File: config.mk
export PLATFORM = sky130hd
export DESIGN_NAME = load_store_align
export DESIGN_NICKNAME = d
export VERILOG_FILES = /design/src/rtl/load_store_align.sv
export SDC_FILE = /design/constraint.sdc
export NUM_CORES = 1
export LEC_CHECK = 0
export CAP_MARGIN = 20
export CORE_UTILIZATION = 41
export CTS_CLUSTER_SIZE = 12
export DETAILED_ROUTE_END_ITERATION = 6
export PLACE_DENSITY_LB_ADDON = 0.3
export SKIP_LAST_GASP = 1
export SYNTH_ARGS = -nofsm -noshare
export SYNTH_HDL_FRONTEND = slang
export SYNTH_SLANG_ARGS = --single-unit
File: constraint.sdc
create_clock -name clk -period 4.4 [get_ports clk]
set_input_delay 1.1 -clock clk [delete_from_list [all_inputs] [get_ports clk]]
set_output_delay 1.1 -clock clk [all_outputs]
set_load 0.05 [all_outputs]
File: src/rtl/load_store_align.sv
// Load/store alignment unit: maps byte/half/word requests onto a word-wide memory,
// merging sub-word stores and splitting word-straddling accesses across two cycles.
module load_store_align #(
  parameter bit MISALIGNED_EN = 1'b1
) (
  input  logic        clk,
  input  logic        rst_n,
  input  logic        req_valid,
  input  logic        req_we,
  input  logic [2:0]  req_funct3,
  input  logic [31:0] req_addr,
  input  logic [31:0] req_wdata,
  output logic        mem_wr_en,
  output logic [31:0] mem_addr,
  output logic [31:0] mem_write_data,
  input  logic [31:0] mem_read_data,
  output logic [31:0] ld_data,
  output logic        ld_valid,
  output logic        stall,
  output logic        misalign_err
);

  typedef enum logic {IDLE, SECOND} state_t;

  state_t      state, state_nxt;
  logic [23:0] hold_q, hold_nxt;

  logic [2:0]  size_b;
  logic        op_ok;
  logic        sext;
  logic [1:0]  offset;
  logic        straddle;
  logic [31:0] size_mask;
  logic [4:0]  sh_lo;
  logic [5:0]  sh_hi;
  logic [29:0] word_idx;

  logic [31:0] lane_mask_lo, lane_mask_hi;
  logic [31:0] wdata_lo, wdata_hi;
  logic [31:0] merged_lo, merged_hi;
  logic [31:0] raw_lo, raw_hi;

  function automatic logic [31:0] extend(input logic [31:0] raw,
                                         input logic [2:0]  size,
                                         input logic        signed_ld);
    logic [31:0] res;
    case (size)
      3'd1:    res = signed_ld ? {{24{raw[7]}},  raw[7:0]}  : {24'h0, raw[7:0]};
      3'd2:    res = signed_ld ? {{16{raw[15]}}, raw[15:0]} : {16'h0, raw[15:0]};
      default: res = raw;
    endcase
    return res;
  endfunction

  // Decode access size; BU/HU are only meaningful for loads.
  always_comb begin
    size_b = 3'd0;
    op_ok  = 1'b0;
    sext   = 1'b0;
    case (req_funct3)
      3'b000: begin size_b = 3'd1; op_ok = 1'b1;    sext = 1'b1; end
      3'b001: begin size_b = 3'd2; op_ok = 1'b1;    sext = 1'b1; end
      3'b010: begin size_b = 3'd4; op_ok = 1'b1;                 end
      3'b100: begin size_b = 3'd1; op_ok = !req_we;              end
      3'b101: begin size_b = 3'd2; op_ok = !req_we;              end
      default: ;
    endcase
  end

  assign offset    = req_addr[1:0];
  assign straddle  = op_ok && (({1'b0, offset} + size_b) > 3'd4);
  assign size_mask = (size_b == 3'd1) ? 32'h0000_00FF :
                     (size_b == 3'd2) ? 32'h0000_FFFF : 32'hFFFF_FFFF;
  assign sh_lo     = {offset, 3'b000};
  assign sh_hi     = 6'd32 - {1'b0, offset, 3'b000};

  // The second beat always targets the next word; the index wraps at 2^30.
  assign word_idx  = (state == SECOND) ? (req_addr[31:2] + 30'd1) : req_addr[31:2];
  assign mem_addr  = {word_idx, 2'b00};

  // First beat covers lanes o..3, second beat covers lanes 0..o+s-5.
  assign lane_mask_lo = size_mask << sh_lo;
  assign wdata_lo     = req_wdata << sh_lo;
  assign lane_mask_hi = size_mask >> sh_hi;
  assign wdata_hi     = req_wdata >> sh_hi;
  assign merged_lo    = (mem_read_data & ~lane_mask_lo) | (wdata_lo & lane_mask_lo);
  assign merged_hi    = (mem_read_data & ~lane_mask_hi) | (wdata_hi & lane_mask_hi);
  assign raw_lo       = mem_read_data >> sh_lo;
  assign raw_hi       = (mem_read_data << sh_hi) | {8'h00, hold_q};

  always_ff @(posedge clk or negedge rst_n) begin
    if (!rst_n) begin
      state  <= IDLE;
      hold_q <= 24'h0;
    end else begin
      state  <= state_nxt;
      hold_q <= hold_nxt;
    end
  end

  always_comb begin
    state_nxt = state;
    hold_nxt  = hold_q;
    case (state)
      IDLE: begin
        if (req_valid && straddle && MISALIGNED_EN) begin
          state_nxt = SECOND;
          if (!req_we) hold_nxt = raw_lo[23:0];
        end
      end
      SECOND: state_nxt = IDLE;
      default: state_nxt = IDLE;
    endcase
  end

  // Outputs are forced quiet while reset is held, even with a request present.
  always_comb begin
    mem_wr_en      = 1'b0;
    mem_write_data = merged_lo;
    ld_data        = 32'h0;
    ld_valid       = 1'b0;
    stall          = 1'b0;
    misalign_err   = 1'b0;
    if (rst_n && req_valid && op_ok) begin
      case (state)
        IDLE: begin
          if (straddle && !MISALIGNED_EN) begin
            misalign_err = 1'b1;
          end else begin
            stall = straddle;
            if (req_we) begin
              mem_wr_en      = 1'b1;
              mem_write_data = merged_lo;
            end else if (!straddle) begin
              ld_valid = 1'b1;
              ld_data  = extend(raw_lo, size_b, sext);
            end
          end
        end
        SECOND: begin
          if (req_we) begin
            mem_wr_en      = 1'b1;
            mem_write_data = merged_hi;
          end else begin
            ld_valid = 1'b1;
            ld_data  = extend(raw_hi, size_b, sext);
          end
        end
        default: ;
      endcase
    end
  end

endmodule
# Yosys cells after proc, flatten, opt, wreduce, memory -nomap -nowiden
# Cells that the tools add are included.
# Widths: inputs -> output; s select.
# op_classes
n_addsub	3
order_cmp	1
eq_ne	6
n_shift	6
mux	31
n_bitwise	11
n_reduce_logical	12
# op_table
op	count
$mux 32	12
$pmux 32 s2	4
$and 32x32->32	4
$not 32->32	2
$or 32x32->32	2
$shl 32x5->32	2
$shr 32x6->32	2
$or 32x24->32	1
$shl 32x6->32	1
$shr 32x5->32	1
$add 30x1->30 const B	1
$mux 30	1
$mux 1	10
$pmux 3 s3	1
$reduce_or 2->1	4
$eq 3x1->1 const B	2
$eq 3x2->1 const B	2
$eq 3x3->1 const B	2
$pmux 1 s2	3
$sub 6x5->6 const A	1
$logic_and 1x1->1	4
$add 2x3->3	1
$gt 3x3->1 const B	1
$logic_not 3->1	1
4 further kinds	5
# totals
ff_bits	25
out_inout_bits	100
elab_cells	72

# Depth between registers and ports, before layout
# logic_depth
word_depth	13
mapped_depth	15
mapped_depth_nobuf	10

# Least setup slack after synthesis
# Ideal clock, no wire load.
# synth_timing
kind	in2out
startpoint	in req_addr[0]
endpoint	out mem_write_data[10]
t_arrival_ns	4.259
t_required_ns	3.300
slack_ns	-0.959
cell_stages	11
n_path_buf	4
path_cell_list	buf_4 inv_2 buf_2 buf_1 ha_1 or3b_1 a21oi_1 o21a_1 buf_2 nor3_1 a221oi_1
# synth_via
elab_chain_len	8
elab_cells_between_ends	16
cone_classes	add/sub (1); shift (4); mux (3); bitwise (8)
# synth_rtl
item	line	rtl
from (decl)	11	input logic [31:0] req_addr,
$sub 6x5->6	75	assign sh_hi = 6'd32 - {1'b0, offset, 3'b000};
$shr 32x6->32	84	assign lane_mask_hi = size_mask >> sh_hi;
$not 32->32	87	assign merged_hi = (mem_read_data & ~lane_mask_hi) | (wdata_hi & lane_mask_hi);
$and 32x32->32	87	
$or 32x32->32	87	
$mux 32	141	if (req_we) begin
$pmux 32 s2	125	case (state)
$mux 32 (*)	124	if (rst_n && req_valid && op_ok) begin
to (decl)	15	output logic [31:0] mem_write_data,
# Every way passes the cells marked *; elsewhere a longest branch is shown, timed or not.

# Worst setup path in the final report
# layout_timing
startpoint	in req_funct3[0]
endpoint	out ld_data[17]
# layout_via
elab_chain_len	10
elab_cells_between_ends	30
cone_classes	add/sub (1); order compare (1); eq/ne (6); mux (14); reduce/logical (8)
# layout_rtl
item	line	rtl
from (decl)	10	input logic [2:0] req_funct3,
$eq 3x1->1, or another cell as far along	60	case (req_funct3)
$reduce_or 2->1 (no source line)	-	
$pmux 3 s3	60	
$add 2x3->3	71	assign straddle = op_ok && (({1'b0, offset} + size_b) > 3'd4);
$gt 3x3->1	71	
$logic_and 1x1->1	71	
$mux 32	134	end else if (!straddle) begin
$mux 32	131	if (req_we) begin
$pmux 32 s2	125	
$mux 32 (*)	124	
to (decl)	17	output logic [31:0] ld_data,
# Marks and branches as above.

==> summary.md <==
| Metric | Value |
|---|---|
| Beginning of the critical path | req_funct3[0] |
| Clock transition at path regs | 0.07 ns |
| Status | complete, but fails checks |
| Crit path arrival time | 3.47 ns |
| Post-route DRC | 0 |
| # setup viols final | 24 |
| Vias | 6845 |
| Initial antenna violation count | 1 |
| Port-buffer cells | 199 |
| Die X | 113 µm |
| Critical Path Sink | ld_data[17] |
| Critical Path RT | around 3.3 ns |
| Worst Path Max Fanout | 7 |
| Post-DP HPWL | between 15000 and 20000 µm |
| Global-route wire length before repair | between 30000 and 40000 µm |
| Mean Syn Cell Area | 7.42 µm² |
| Min-Delay Path Class | reg -> reg |
| Fillers | 847 |
| Startpoint Class | input pin |
| Crit path time final | 4.57 ns |
| Vias per Instance | 6.53 |
| Power density over the cells | slightly below 200 nW/µm² |
| Reg2reg end | hold_q[6]$_DFFE_PN0P_ |
| Predominant post-synthesis flop cell | dfrtp_1 |
| Final Wtd Congestion | 0.956 |
| Internal reg-to-reg setup slack | 2.53 ns |
| CTS tree | done |
| Die area | approximately 13000 µm² |
| Final Max Tran Viols | 0 |
| LEAKAGE | 0.00366 µW |
| Nets | ~1000 |
| Failing checks | negative setup slack |
| Cell Rows | 40 |
| Clk_lat worst skew | about 0.26 ns |
| Top cell type's share of synthesized area | around an eighth |
| Hold_buf cts | 0 |
| Ports | 203 |
| Clock root buffer | clkbuf_16 |
| Share of layout cells above drive strength 1 | between 30% and 40% |
| Synth Instances | a little under 700 |
| Maximum clock frequency | 219 MHz |
| Routed WL | 25400 µm |
| Area Overhead vs Synth | 76.8% |
| Leading area contributor after synthesis | dfrtp_1 |
| Period utilization | 104% |
| Post-synth EDFFs | 0 |
| Max_cap viols | 0 |
| Register area share after synthesis | 12.5% |
| WL/cell | 24.2 µm |
| Register-to-Register Path Depth | 6 |
| Slew of the pin with the lowest slew margin | 0.911 ns |
| Final Hold Fails | 0 |
| CTS sink cnt | 25 |
| Largest net degree at the start of global routing | 51 |
| Num CTS Buffers | 3 |
| Crit Path Category | in -> out |
| Max rail drop VDD | around 160 µV |
| Post-place setup slack | -0.482 ns |
| CTS H-tree lvls | 1 |
| Starting Density | 41.9% |
| CTS max path bufs | 2 |
| Most frequent cells in the layout | clkdlybuf4s50_1 (102), nand2_1 (90), buf_4 (86) |
| Async set-reset flop share out of synthesis | 100% |
| Vias in the first global route | 6878 |
| Global Route Usage Sum | approximately 38% |
| #FFs+latches synth | 25 |
| Placed Area | 8500 µm² |
| Die Y-Extent | between 100 and 150 µm |
| Core ar. | 12000 µm² |
| Grt total ovfl | 0 |
| Register area | ~630 µm² |
| Worst slew margin | between 30% and 40% |
| Commonest non-fill, non-tap cell in the layout | clkdlybuf4s50_1 |
| Final WS setup | -0.165 ns |
| Routed Antenna Nets | 0 |
| Largest cells by area after synthesis | dfrtp_1 (12%), mux2i_1 (10%), nand2_1 (6.7%) |
| Footprint of the multi-input gates | 4490 µm² |
| Worst Skew | 0.00186 ns |
| Initial DRC count | 840 |
| TritonRoute pass-1 iters | 7 |
| Distinct cells, synth | 70 |
| Reg2Reg Launch Point | state$_DFF_PN0_ |
| RSZ-0062 raised after global routing | yes |
| Kind of end point of the critical path | output port |
| Syn. warnings | 0 |
| Design Area, Final | 8870 µm² |
| Cell area after synthesis | 5020 µm² |
critical path: stages:
cell and delay, ns:
buf_6 0.09, or2_4 0.25, inv_4 0.07, ha_4 0.11, inv_2 0.03, fa_1 0.43, nor2b_4 0.14, o31a_1 0.25
and3_4 0.16, and3b_2 0.26, clkbuf_16 0.19, a32o_2 0.24, buf_12 0.15
state kept, by name (all words and copies together) (netlist names):
name,flops
state,1
hold_q,24
worst min path at each step:
stage	from	end	cells after the start
2_1_floorplan	hold_q[16]$_DFFE_PN0P_	hold_q[16]$_DFFE_PN0P_	2
3_3_place_gp	hold_q[17]$_DFFE_PN0P_	hold_q[17]$_DFFE_PN0P_	2
3_5_place_dp	hold_q[19]$_DFFE_PN0P_	hold_q[19]$_DFFE_PN0P_	2
4_1_cts	hold_q[22]$_DFFE_PN0P_	hold_q[22]$_DFFE_PN0P_	2
5_1_grt	hold_q[22]$_DFFE_PN0P_	hold_q[22]$_DFFE_PN0P_	2
6_report	hold_q[22]$_DFFE_PN0P_	hold_q[22]$_DFFE_PN0P_	2
cells in the mapped netlist, types with 17 or more instances:
cell	n
nand3_1	19
buf_2	25
o21ai_0	36
mux2i_1	52
xnor2_1	26
nor2_1	43
nand2_1	90
mux2_2	21
dfrtp_1	25
a21oi_1	49
a211oi_1	22
clkbuf_1	17
a21o_1	23
per-stage QoR:
step / total power [µW] / TNS, ns / utilization (%) / std cells / hold WS [ns]
5_1_grt: 1800 / -4.78 / 74.1 / 1048 / 0.526
2_1_floorplan: 962 / -6.87 / - / 678 / 0.447
3_3_place_gp: 1440 / -12.96 / 71.1 / 1040 / 0.464
6_report: 1740 / -2.85 / 74.2 / 1049 / 0.486
4_1_cts: 1700 / -4.25 / 73.7 / 1046 / 0.494
3_5_place_dp: 1460 / -13.43 / 71.1 / 1040 / 0.477
layer usage:
layer	up-vias	global-route usage (%)	routed length, µm
met3	107	6.43	2730
met5	-	0	0
met2	523	64.7	12000
met4	0	19.7	1180
met1	3217	47.4	9510
li1	2998	-	-
cell families after synthesis:
group           Yosys count  synth area share (%)
xor+xnor                 29                  5.06
buf+inv                  74                  7.73
flops                    25                  12.5
mux                      76                  15.8
fa+ha+maj                 4                  1.15
other cells               1                0.0747
simple gates            225                  21.8
compound gates          242                  35.9
what timing repair did:
item | 4_1_cts | 5_1_grt
setup endpoints to repair | 43 | 48
resized for setup | 48 | 9
gates cloned | 1 | 0
setup buffers | 1 | 2
pin swaps | 11 | 14
power breakdown:
| part | switching (µW) | internal, µW |
|---|---|---|
| clock | 81.6 | 124 |
| sequential | 42.5 | 293 |
| combinational | 678 | 525 |
cell type report:
| cell class | count | share of cell area (%) |
|---|---|---|
| timing repair buffer | 277 | 38.7 |
| clock buffer | 4 | 0.889 |
| sequential | 25 | 7.05 |
| multi-input combinational | 579 | 50.6 |
| antenna | 1 | 0.0282 |
| inverter | 16 | 0.705 |
| tap | 147 | 2.07 |
Power figures use the tool's default switching activity.
